File: config.mk
export PLATFORM = sky130hd
export DESIGN_NAME = seq_compare_unit_flat
export DESIGN_NICKNAME = d
export VERILOG_FILES = /design/src/rtl/seq_compare_unit_pkg.sv /design/src/rtl/seq_compare_unit_if.sv /design/src/rtl/seq_compare_unit_cmp_chunk.sv /design/src/rtl/seq_compare_unit.sv /design/src/flat_wrapper.sv
export SDC_FILE = /design/constraint.sdc
export NUM_CORES = 1
export LEC_CHECK = 0
export BUFFER_PORTS_ARGS = -buffer_cell sky130_fd_sc_hd__buf_2
export CAP_MARGIN = 40
export CORE_ASPECT_RATIO = 0.5
export CORE_MARGIN = 3
export CORE_UTILIZATION = 54
export DETAILED_ROUTE_END_ITERATION = 6
export GPL_ROUTABILITY_DRIVEN = 1
export HOLD_SLACK_MARGIN = 0.08
export PLACE_DENSITY = 0.8
export SYNTH_ARGS = -nofsm -noshare
export SYNTH_HDL_FRONTEND = slang
export SYNTH_HIERARCHICAL = 1
export SYNTH_SLANG_ARGS = --single-unit
File: constraint.sdc
create_clock -name clk_i -period 3.5 [get_ports clk_i]
set_input_delay 0.175 -clock clk_i [delete_from_list [all_inputs] [get_ports clk_i]]
set_output_delay 0.175 -clock clk_i [all_outputs]
set_load 0.02 [all_outputs]
File: src/rtl/seq_compare_unit_pkg.sv
// Shared types and sizing helpers for the chunked magnitude comparator.
// Used by seq_compare_unit (build option: SEQ_CMP_EARLY_EXIT_EN).
package seq_cmp_pkg;

  typedef enum logic [1:0] {
    IDLE = 2'd0,
    RUN  = 2'd1,
    DONE = 2'd2
  } state_e;

  function automatic int nchunk(input int width, input int chunk);
    return width / chunk;
  endfunction

  // A single-chunk configuration still needs a one-bit index register.
  function automatic int idx_w(input int n);
    return (n > 1) ? $clog2(n) : 1;
  endfunction

endpackage

File: src/rtl/seq_compare_unit_if.sv
// Request/response handshake bundle between the compare stage and seq_compare_unit.
// The master drives operands and out_ready; the slave (the comparator) drives flags.
interface seq_compare_unit_if #(
  parameter int WIDTH = 32
);
  logic             in_valid_i;
  logic             in_ready_o;
  logic [WIDTH-1:0] src1_i;
  logic [WIDTH-1:0] src2_i;
  logic             signed_i;
  logic             abort_i;
  logic             out_valid_o;
  logic             out_ready_i;
  logic             less_o;
  logic             equal_o;

  modport master (
    output in_valid_i, src1_i, src2_i, signed_i, abort_i, out_ready_i,
    input  in_ready_o, out_valid_o, less_o, equal_o
  );

  modport slave (
    input  in_valid_i, src1_i, src2_i, signed_i, abort_i, out_ready_i,
    output in_ready_o, out_valid_o, less_o, equal_o
  );
endinterface

File: src/rtl/seq_compare_unit_cmp_chunk.sv
// Combinational unsigned compare of one CHUNK-bit slice of each operand.
// Shared by every RUN cycle of seq_compare_unit; the caller selects the slice.
module cmp_chunk #(
  parameter int CHUNK = 4
) (
  input  logic [CHUNK-1:0] a_i,
  input  logic [CHUNK-1:0] b_i,
  output logic             lt_o,
  output logic             eq_o
);

  assign lt_o = (a_i < b_i);
  assign eq_o = (a_i == b_i);

endmodule

File: src/rtl/seq_compare_unit.sv
// Multi-cycle signed/unsigned magnitude comparator, MSB chunk first.
// Build option SEQ_CMP_EARLY_EXIT_EN: finish on the first differing chunk.
module seq_compare_unit
  import seq_cmp_pkg::*;
#(
  parameter int WIDTH = 32,
  parameter int CHUNK = 4
) (
  input logic              clk_i,
  input logic              rst_i,
  seq_compare_unit_if.slave bus
);

  localparam int NCHUNK = nchunk(WIDTH, CHUNK);
  localparam int IDX_W  = idx_w(NCHUNK);
  localparam logic [IDX_W-1:0] LAST_IDX = IDX_W'(NCHUNK - 1);

  state_e                      state_q;
  logic [WIDTH-1:0]            a_q, b_q, a_d, b_d;
  logic [IDX_W-1:0]            idx_q;
  logic                        decided_q, less_q, equal_q, out_valid_q;
  logic [NCHUNK-1:0][CHUNK-1:0] a_chunks, b_chunks;
  logic [CHUNK-1:0]            a_chunk, b_chunk;
  logic                        chunk_lt, chunk_eq, run_done;

  // Flipping the sign bit maps two's-complement order onto unsigned order.
  always_comb begin
    a_d = bus.src1_i;
    b_d = bus.src2_i;
    if (bus.signed_i) begin
      a_d[WIDTH-1] = ~bus.src1_i[WIDTH-1];
      b_d[WIDTH-1] = ~bus.src2_i[WIDTH-1];
    end
  end

  assign a_chunks = a_q;
  assign b_chunks = b_q;
  assign a_chunk  = a_chunks[idx_q];
  assign b_chunk  = b_chunks[idx_q];

  cmp_chunk #(.CHUNK(CHUNK)) u_cmp_chunk (
    .a_i  (a_chunk),
    .b_i  (b_chunk),
    .lt_o (chunk_lt),
    .eq_o (chunk_eq)
  );

`ifdef SEQ_CMP_EARLY_EXIT_EN
  assign run_done = (idx_q == '0) || (!decided_q && !chunk_eq);
`else
  assign run_done = (idx_q == '0);
`endif

  always_ff @(posedge clk_i) begin
    if (!rst_i) begin
      state_q     <= IDLE;
      a_q         <= '0;
      b_q         <= '0;
      idx_q       <= '0;
      decided_q   <= 1'b0;
      less_q      <= 1'b0;
      equal_q     <= 1'b0;
      out_valid_q <= 1'b0;
    end else if (bus.abort_i) begin
      state_q     <= IDLE;
      out_valid_q <= 1'b0;
    end else begin
      case (state_q)
        IDLE: begin
          if (bus.in_valid_i) begin
            state_q   <= RUN;
            a_q       <= a_d;
            b_q       <= b_d;
            idx_q     <= LAST_IDX;
            decided_q <= 1'b0;
            less_q    <= 1'b0;
            equal_q   <= 1'b1;
          end
        end
        RUN: begin
          // First differing chunk decides; later chunks are ignored.
          if (!decided_q && !chunk_eq) begin
            decided_q <= 1'b1;
            equal_q   <= 1'b0;
            less_q    <= chunk_lt;
          end
          idx_q <= idx_q - 1'b1;
          if (run_done) begin
            state_q     <= DONE;
            out_valid_q <= 1'b1;
          end
        end
        DONE: begin
          if (bus.out_ready_i) begin
            state_q     <= IDLE;
            out_valid_q <= 1'b0;
          end
        end
        default: begin
          state_q     <= IDLE;
          out_valid_q <= 1'b0;
        end
      endcase
    end
  end

  assign bus.in_ready_o  = (state_q == IDLE);
  assign bus.out_valid_o = out_valid_q;
  assign bus.less_o      = less_q;
  assign bus.equal_o     = equal_q;

endmodule

File: src/flat_wrapper.sv
// flat-port wrapper written by rule: the top's interface ports become plain ports
module seq_compare_unit_flat import seq_cmp_pkg::*;
#(
  parameter int WIDTH = 32,
  parameter int CHUNK = 4
)
  (clk_i, rst_i, bus_in_valid_i, bus_src1_i, bus_src2_i, bus_signed_i, bus_abort_i, bus_out_ready_i, bus_in_ready_o, bus_out_valid_o, bus_less_o, bus_equal_o);
  seq_compare_unit_if #(.WIDTH(WIDTH)) bus_i ();
  input logic clk_i;
  input logic rst_i;
  input wire logic [$bits(bus_i.in_valid_i)-1:0] bus_in_valid_i;
  input wire logic [$bits(bus_i.src1_i)-1:0] bus_src1_i;
  input wire logic [$bits(bus_i.src2_i)-1:0] bus_src2_i;
  input wire logic [$bits(bus_i.signed_i)-1:0] bus_signed_i;
  input wire logic [$bits(bus_i.abort_i)-1:0] bus_abort_i;
  input wire logic [$bits(bus_i.out_ready_i)-1:0] bus_out_ready_i;
  output wire logic [$bits(bus_i.in_ready_o)-1:0] bus_in_ready_o;
  output wire logic [$bits(bus_i.out_valid_o)-1:0] bus_out_valid_o;
  output wire logic [$bits(bus_i.less_o)-1:0] bus_less_o;
  output wire logic [$bits(bus_i.equal_o)-1:0] bus_equal_o;
  assign bus_i.in_valid_i = bus_in_valid_i;
  assign bus_i.src1_i = bus_src1_i;
  assign bus_i.src2_i = bus_src2_i;
  assign bus_i.signed_i = bus_signed_i;
  assign bus_i.abort_i = bus_abort_i;
  assign bus_i.out_ready_i = bus_out_ready_i;
  assign bus_in_ready_o = bus_i.in_ready_o;
  assign bus_out_valid_o = bus_i.out_valid_o;
  assign bus_less_o = bus_i.less_o;
  assign bus_equal_o = bus_i.equal_o;
  seq_compare_unit #(.WIDTH(WIDTH), .CHUNK(CHUNK)) u_core (.clk_i(clk_i), .rst_i(rst_i), .bus(bus_i));
endmodule
Word-level counts from Yosys, hierarchy flattened
Index checks and enable logic that the tools add are counted.
{"block": "totals", "register_bits": 73, "latchBits": 0, "mem_bits_rw": 0, "romBits": 0, "input_bits": 70, "output_inout_bits": 4, "elab_cells": 58, "mem_count": 0}
{"block": "classes", "n_addsub": 1, "n_mul": 0, "div": 0, "order_cmp": 2, "eq_ne": 7, "shift": 0, "muxes": 23, "bitwise_logic": 5, "reduce_logical": 12}
{"op": "$bmux W4 S3", "count": 2}
{"op": "$reduce_and A3 Y1", "count": 4}
{"op": "$mux W1", "count": 9}
{"op": "$mux W4", "count": 2}
{"op": "$mux W2", "count": 3}
{"op": "$pmux W1 S2", "count": 3}
{"op": "$pmux W2 S3", "count": 1}
{"op": "$pmux W3 S2", "count": 1}
{"op": "$not A1 Y1", "count": 5}
{"op": "$eq A4 B4 Y1", "count": 1}
{"op": "$lt A3 B4 Y1 const B", "count": 1}
{"op": "$lt A4 B4 Y1", "count": 1}
{"op": "$ne A2 B1 Y1 const B", "count": 2}
{"op": "$ne A2 B2 Y1 const B", "count": 2}
{"op": "$reduce_and A4 Y1", "count": 1}
{"op": "$logic_not A3 Y1", "count": 1}
{"op": "$mux W3", "count": 1}
{"op": "$pmux W1 S3", "count": 1}
{"op": "$sub A3 B1 Y3 const B", "count": 1}
{"op": "$eq A2 B1 Y1 const B", "count": 1}
{"op": "$eq A2 B2 Y1 const B", "count": 1}
{"op": "$logic_not A1 Y1", "count": 2}
{"op": "$logic_not A2 Y1", "count": 1}
{"op": "$reduce_bool A2 Y1", "count": 1}
{"op": "other kinds (2)", "count": 2}

Depth between registers and ports, before layout
{"block": "depth", "word_depth": 7, "mapped_depth": 11, "depth_no_buf": 9}

Hierarchy
The synthesis kept the hierarchy.
{"module": "seq_compare_unit", "instances": 1, "cells_per_inst": 360, "area_each_um2": 3200.6, "seq_area_each_um2": 1461.4}
{"module": "cmp_chunk", "instances": 1, "cells_per_inst": 14, "area_each_um2": 102.6, "seq_area_each_um2": 0.0}

Least setup slack after synthesis
Ideal clock, no wire load.
{"block": "synth_path", "path_type": "register to register", "start": "reg u_core.idx_q[0]", "end": "reg u_core.less_q (netlist: u_core/bus.less_o)", "setup_time_ps": 74, "arrival_ps": 2351, "t_required_ps": 3426, "setup_slack_ps": 1074, "stages_incl_launch_ff": 10, "path_buffers": 2, "period_less_slack_ps": 2426, "path_cell_list": "dfxtp_1 > buf_6 > buf_6 > mux4_2 > mux2_2 > ha_1 > and4_1 > nor2_1 > a211o_1 > a31oi_1"}
{"block": "synth_via", "elab_chain_len": 7, "elab_cells_between_ends": 12, "classes_between": "order compare (1); eq/ne (2); mux (6); reduce/logical (3)"}
{"item": "start: declaration", "line_no": "seq_compare_unit.sv:20", "text": "logic [IDX_W-1:0] idx_q;"}
{"item": "start signal: assignment", "line_no": "seq_compare_unit.sv:87", "text": "idx_q <= idx_q - 1'b1;"}
{"item": "$bmux W4 S3", "line_no": "seq_compare_unit.sv:38", "text": "assign a_chunk = a_chunks[idx_q];"}
{"item": "$mux W4 (implied by the code)", "line_no": "seq_compare_unit.sv:38"}
{"item": "via u_core.a_chunk[3]", "line_no": "seq_compare_unit.sv:23", "text": "logic [CHUNK-1:0] a_chunk, b_chunk;"}
{"item": "$eq A4 B4 Y1", "line_no": "seq_compare_unit_cmp_chunk.sv:13", "text": "assign eq_o = (a_i == b_i);"}
{"item": "via u_core.chunk_eq", "line_no": "seq_compare_unit.sv:24", "text": "logic chunk_lt, chunk_eq, run_done;"}
{"item": "$logic_not A1 Y1", "line_no": "seq_compare_unit.sv:82", "text": "if (!decided_q && !chunk_eq) begin"}
{"item": "$logic_and A1 B1 Y1", "line_no": "seq_compare_unit.sv:82"}
{"item": "$ne A2 B1 Y1 (no line)"}
{"item": "$reduce_and A4 Y1 (no line)"}
{"item": "end signal: assignment", "line_no": "seq_compare_unit.sv:85", "text": "less_q <= chunk_lt;"}
{"item": "end: declaration", "line_no": "seq_compare_unit.sv:21", "text": "logic decided_q, less_q, equal_q, out_valid_q;"}
The timed path passes the listed nets, and every way through them passes these cells. The select of a mux whose other input is x is not followed.
A chain may end at the register's enable or synchronous reset.

Final worst setup path
{"block": "layout_path", "start": "reg u_core.idx_q[0]", "end": "reg u_core.equal_q (netlist: u_core/bus.equal_o)"}
{"block": "layout_via", "elab_chain_len": 7, "elab_cells_between_ends": 9, "classes_between": "eq/ne (2); mux (4); reduce/logical (3)"}
{"item": "$bmux W4 S3", "line_no": "seq_compare_unit.sv:38"}
{"item": "$mux W4 (implied by the code)", "line_no": "seq_compare_unit.sv:38"}
{"item": "via u_core.a_chunk[3]", "line_no": "seq_compare_unit.sv:23"}
{"item": "$eq A4 B4 Y1", "line_no": "seq_compare_unit_cmp_chunk.sv:13"}
{"item": "via u_core.chunk_eq", "line_no": "seq_compare_unit.sv:24"}
{"item": "$logic_not A1 Y1", "line_no": "seq_compare_unit.sv:82"}
{"item": "$logic_and A1 B1 Y1", "line_no": "seq_compare_unit.sv:82"}
{"item": "$ne A2 B1 Y1 (no line)"}
{"item": "$reduce_and A4 Y1 (no line)"}
{"item": "end signal: assignment", "line_no": "seq_compare_unit.sv:62", "text": "equal_q <= 1'b0;"}
{"item": "end signal: assignment", "line_no": "seq_compare_unit.sv:77", "text": "equal_q <= 1'b1;"}
{"item": "end signal: assignment", "line_no": "seq_compare_unit.sv:84", "text": "equal_q <= 1'b0;"}
{"item": "end: declaration", "line_no": "seq_compare_unit.sv:21"}
The timed path passes the listed nets, and every way through them passes these cells. The select of a mux whose other input is x is not followed.

==> out/metrics.csv <==
metric;value;unit
status;finished clean;
biggest area consumer among synthesized cells;dfxtp_1;
Fillers;399;
Iter 0 DRT Violations;240;
Distinct cells, synth;32;
Fin. Hold Viols;0;
worst min path class;in -> reg;
post-synthesis compound-gate area fraction;0.1333;
Root Driver;clkbuf_16;
max-cap viol count;0;
Setup crit end kind;flip-flop;
Post-DP HPWL;5070;um
Worst-Skew Late Latency;330;ps
Seq/Total Area, Yosys;0.4424;
largest net degree at the start of global routing;69;
post-DR wirelength/cell;14.56;um
Slew headroom;0.5807;
number of instances in the placed design;496;
Final ANT Viol Nets;0;
final std cells w/o fill;549;
Die X;116.6;um
Port-buffer cells;73;
Slew Limit Fails;0;
Comb pwr share;0.131;
# rows;19;
Worst Path Required;3730;ps
sequential power share;0.438;
total gr overflow;0;
Die Y;61.31;um
Final nets;547;
drc violations;0;
setup skew after layout;3.398;ps
Avg Cell Area, Syn;8.832;sq um
TritonCTS clock tree;yes;
Post-Syn Nets;450;
CP Buf/Inv Count;1;
Mapped Cells;374;
adder-cell share of the synthesized area;0.02273;
Net Sw Power;487.0;uW
PD cells;485.3;nW/um^2
layout cell share with drive strength beyond 1;0.2500;
Clk pwr share;0.430;
vias in the first global route;2814;
Diodes inserted;0;
DIE AREA;7148;sq um
Highest Clock Rate;358.2;MHz
min Tclk post-route;2792;ps
CTS Sinks;73;
Least-Margin Pin Slew;629.0;ps
RSZ-0062 raised after global routing;no;
register bit total from synthesis;73;
H-tree Lvls;3;
crit start category;flip-flop;
period utilisation layout;0.7977;
clk buf depth;2;
CP arrival;3020;ps
GP Congestion;0.8568;
crit path kind;reg -> reg;
CP max FO;14;
Initial Util;0.5814;
top cells by area, synth;dfxtp_1, nand2_1, mux4_2;
CP max-delay cell;mux4_2;
area delta synth->final;29.32;%
CORE AREA;5682;sq um
Largest delay share family, worst path;multiplexers;
crit-path cells;buf_4, mux4_2, mux2_2, ha_1, and4_1, nor2_1, a31oi_1, o21a_1;
Yosys top cell area share;0.4424;
I/O Pins;74;
clock slew at reported path FFs;50;ps
vias per cell;5.281;
internal power;1.586;mW
Worst VDD drop;0.2930;mV
Switching Share;0.2349;
Finish-stage setup viols;0;
post-synthesis cell area;3303;sq um
final wirelength;7993;um
largest family of logic cells by synthesized area;simple AND/OR/NAND/NOR gates;
total track usage;0.2389;
TritonCTS Buffers;9;
initial antenna violation count;0;
Synth Area in Simple Gates;0.1852;
first-pass GRT wire length;12830;um
mux cell area share after synthesis;0.1394;
routed vias;2899;
leakage power;1.707;nW
Post-Synth XOR/XNOR Area;0.005303;
yosys synthesis warning count;6;
drt pass-1 iters;4;
post_cts resized;0;
setup TNS;0;ps
slowest cell delay on critical path;550;ps
[placed cells by master, fill, tap and decap left out, types with 4 or more instances in the layout]
cell type | synthesis | routed
a21oi_1 | 64 | 64
a31oi_1 | 4 | 4
buf_2 | 9 | 73
buf_4 | 1 | 4
clkbuf_16 | 0 | 9
dfxtp_1 | 73 | 73
dlygate4sd3_1 | 0 | 37
ha_1 | 6 | 6
inv_1 | 10 | 9
mux2_2 | 8 | 8
mux4_2 | 16 | 16
nand2_1 | 126 | 126
nor2_1 | 10 | 10
o21a_1 | 4 | 4
[per-layer routing]
layer	wire length, um	global-route usage	vias to the layer above	share of wire
li1	-	-	1467	-
met1	3510	0.2968	1337	0.44
met2	3881	0.4033	78	0.49
met3	439	0.06968	17	0.055
met4	161	0.09641	0	0.020
met5	0	0	-	0
[final timing paths]
check,start,endpoint,slack (ps),cells after the start
setup / recovery,u_core/idx_q[0],u_core/bus.equal_o,710,8
hold / removal,bus_src2_i[4],u_core/b_chunks[4],90,3
setup reg to reg,u_core/idx_q[0],u_core/bus.equal_o,710,8
hold reg to reg,u_core/a_chunks[9],u_core/a_chunks[9],460,2
[cell usage after synthesis (all sizes together)]
master  instances
o21ai           3
a31oi           4
clkbuf          9
o211a           1
mux2            8
mux2i           1
dfxtp          73
buf            20
xnor2           2
nand2b          1
and3b           1
nor4bb          1
nor4b           1
mux4           16
nor3            3
or4b            1
a211oi          2
o21bai          1
nand2         126
o21a            4
nand4           1
a211o           1
ha              6
nor2b           1
nor4            1
a21oi          65
nor2           10
and4            1
inv            10
[tightest hold or removal path, delay by kind of cell]
kind	cells	cell delay (ps)
AO/OA/AOI/OAI	1	50
buffers and inverters	1	90
AND/OR/NAND/NOR	1	50
[metrics by stage]
stage / util / area, sq um / hold WS (ps) / power (mW) / setup slack (ps)
floorplan: - / 3303 / 292.5 / 1.093 / 1074
global placement: 0.6320 / 3591 / 418.6 / 1.151 / 808.7
detailed placement: 0.6355 / 3611 / 421.4 / 1.161 / 723.1
CTS: 0.7518 / 4272 / 81.02 / 2.086 / 690.6
global route: 0.7518 / 4272 / 85.74 / 2.151 / 505.9
finish: 0.7518 / 4272 / 87.73 / 2.073 / 708.1
[power by group through the flow]
stage / sequential (mW) / combinational, mW / clock (mW)
after floorplan: 0.906 / 0.187 / 0
after global placement: 0.924 / 0.226 / 0
after detailed placement: 0.926 / 0.236 / 0
after CTS: 0.909 / 0.270 / 0.907
after global routing: 0.914 / 0.302 / 0.936
final: 0.909 / 0.272 / 0.892
[flip-flops by register name, summed over array words and instances, names as in the netlist]
| name | cells |
|---|---|
| u_core/bus.out_valid_o | 1 |
| u_core/bus.equal_o | 1 |
| u_core/idx_q | 3 |
| u_core/a_chunks | 32 |
| u_core/bus.less_o | 1 |
| u_core/state_q | 2 |
| u_core/b_chunks | 32 |
| u_core/decided_q | 1 |
[layout make-up]
class                   count  area (sq um)  share of cell area
multi-input cells         262          1605              0.3758
flip-flops and latches     73          1461              0.3421
clock buffers              13         250.2             0.05858
clock inverters             3         40.04            0.009373
inverters                  10         37.54            0.008787
repair buffers            115         785.8              0.1839
well taps                  73         91.34             0.02138
[kinds of logic (layout without fill, tap and decap cells)]
group | Yosys count | after routing
buffers and inverters | 39 | 141
flip-flops | 73 | 73
multiplexers | 25 | 25
XOR/XNOR | 2 | 2
AO/OA/AOI/OAI | 81 | 81
AND/OR/NAND/NOR | 148 | 148
adder cells (fa/ha/maj) | 6 | 6
[timing repair]
action / in CTS / in global routing
hold buffers: 37 / 0
hold endpoints to repair: 37 / 0
buffers inserted: 0 / 0
No activity file was read; power rests on OpenSTA's default activity.
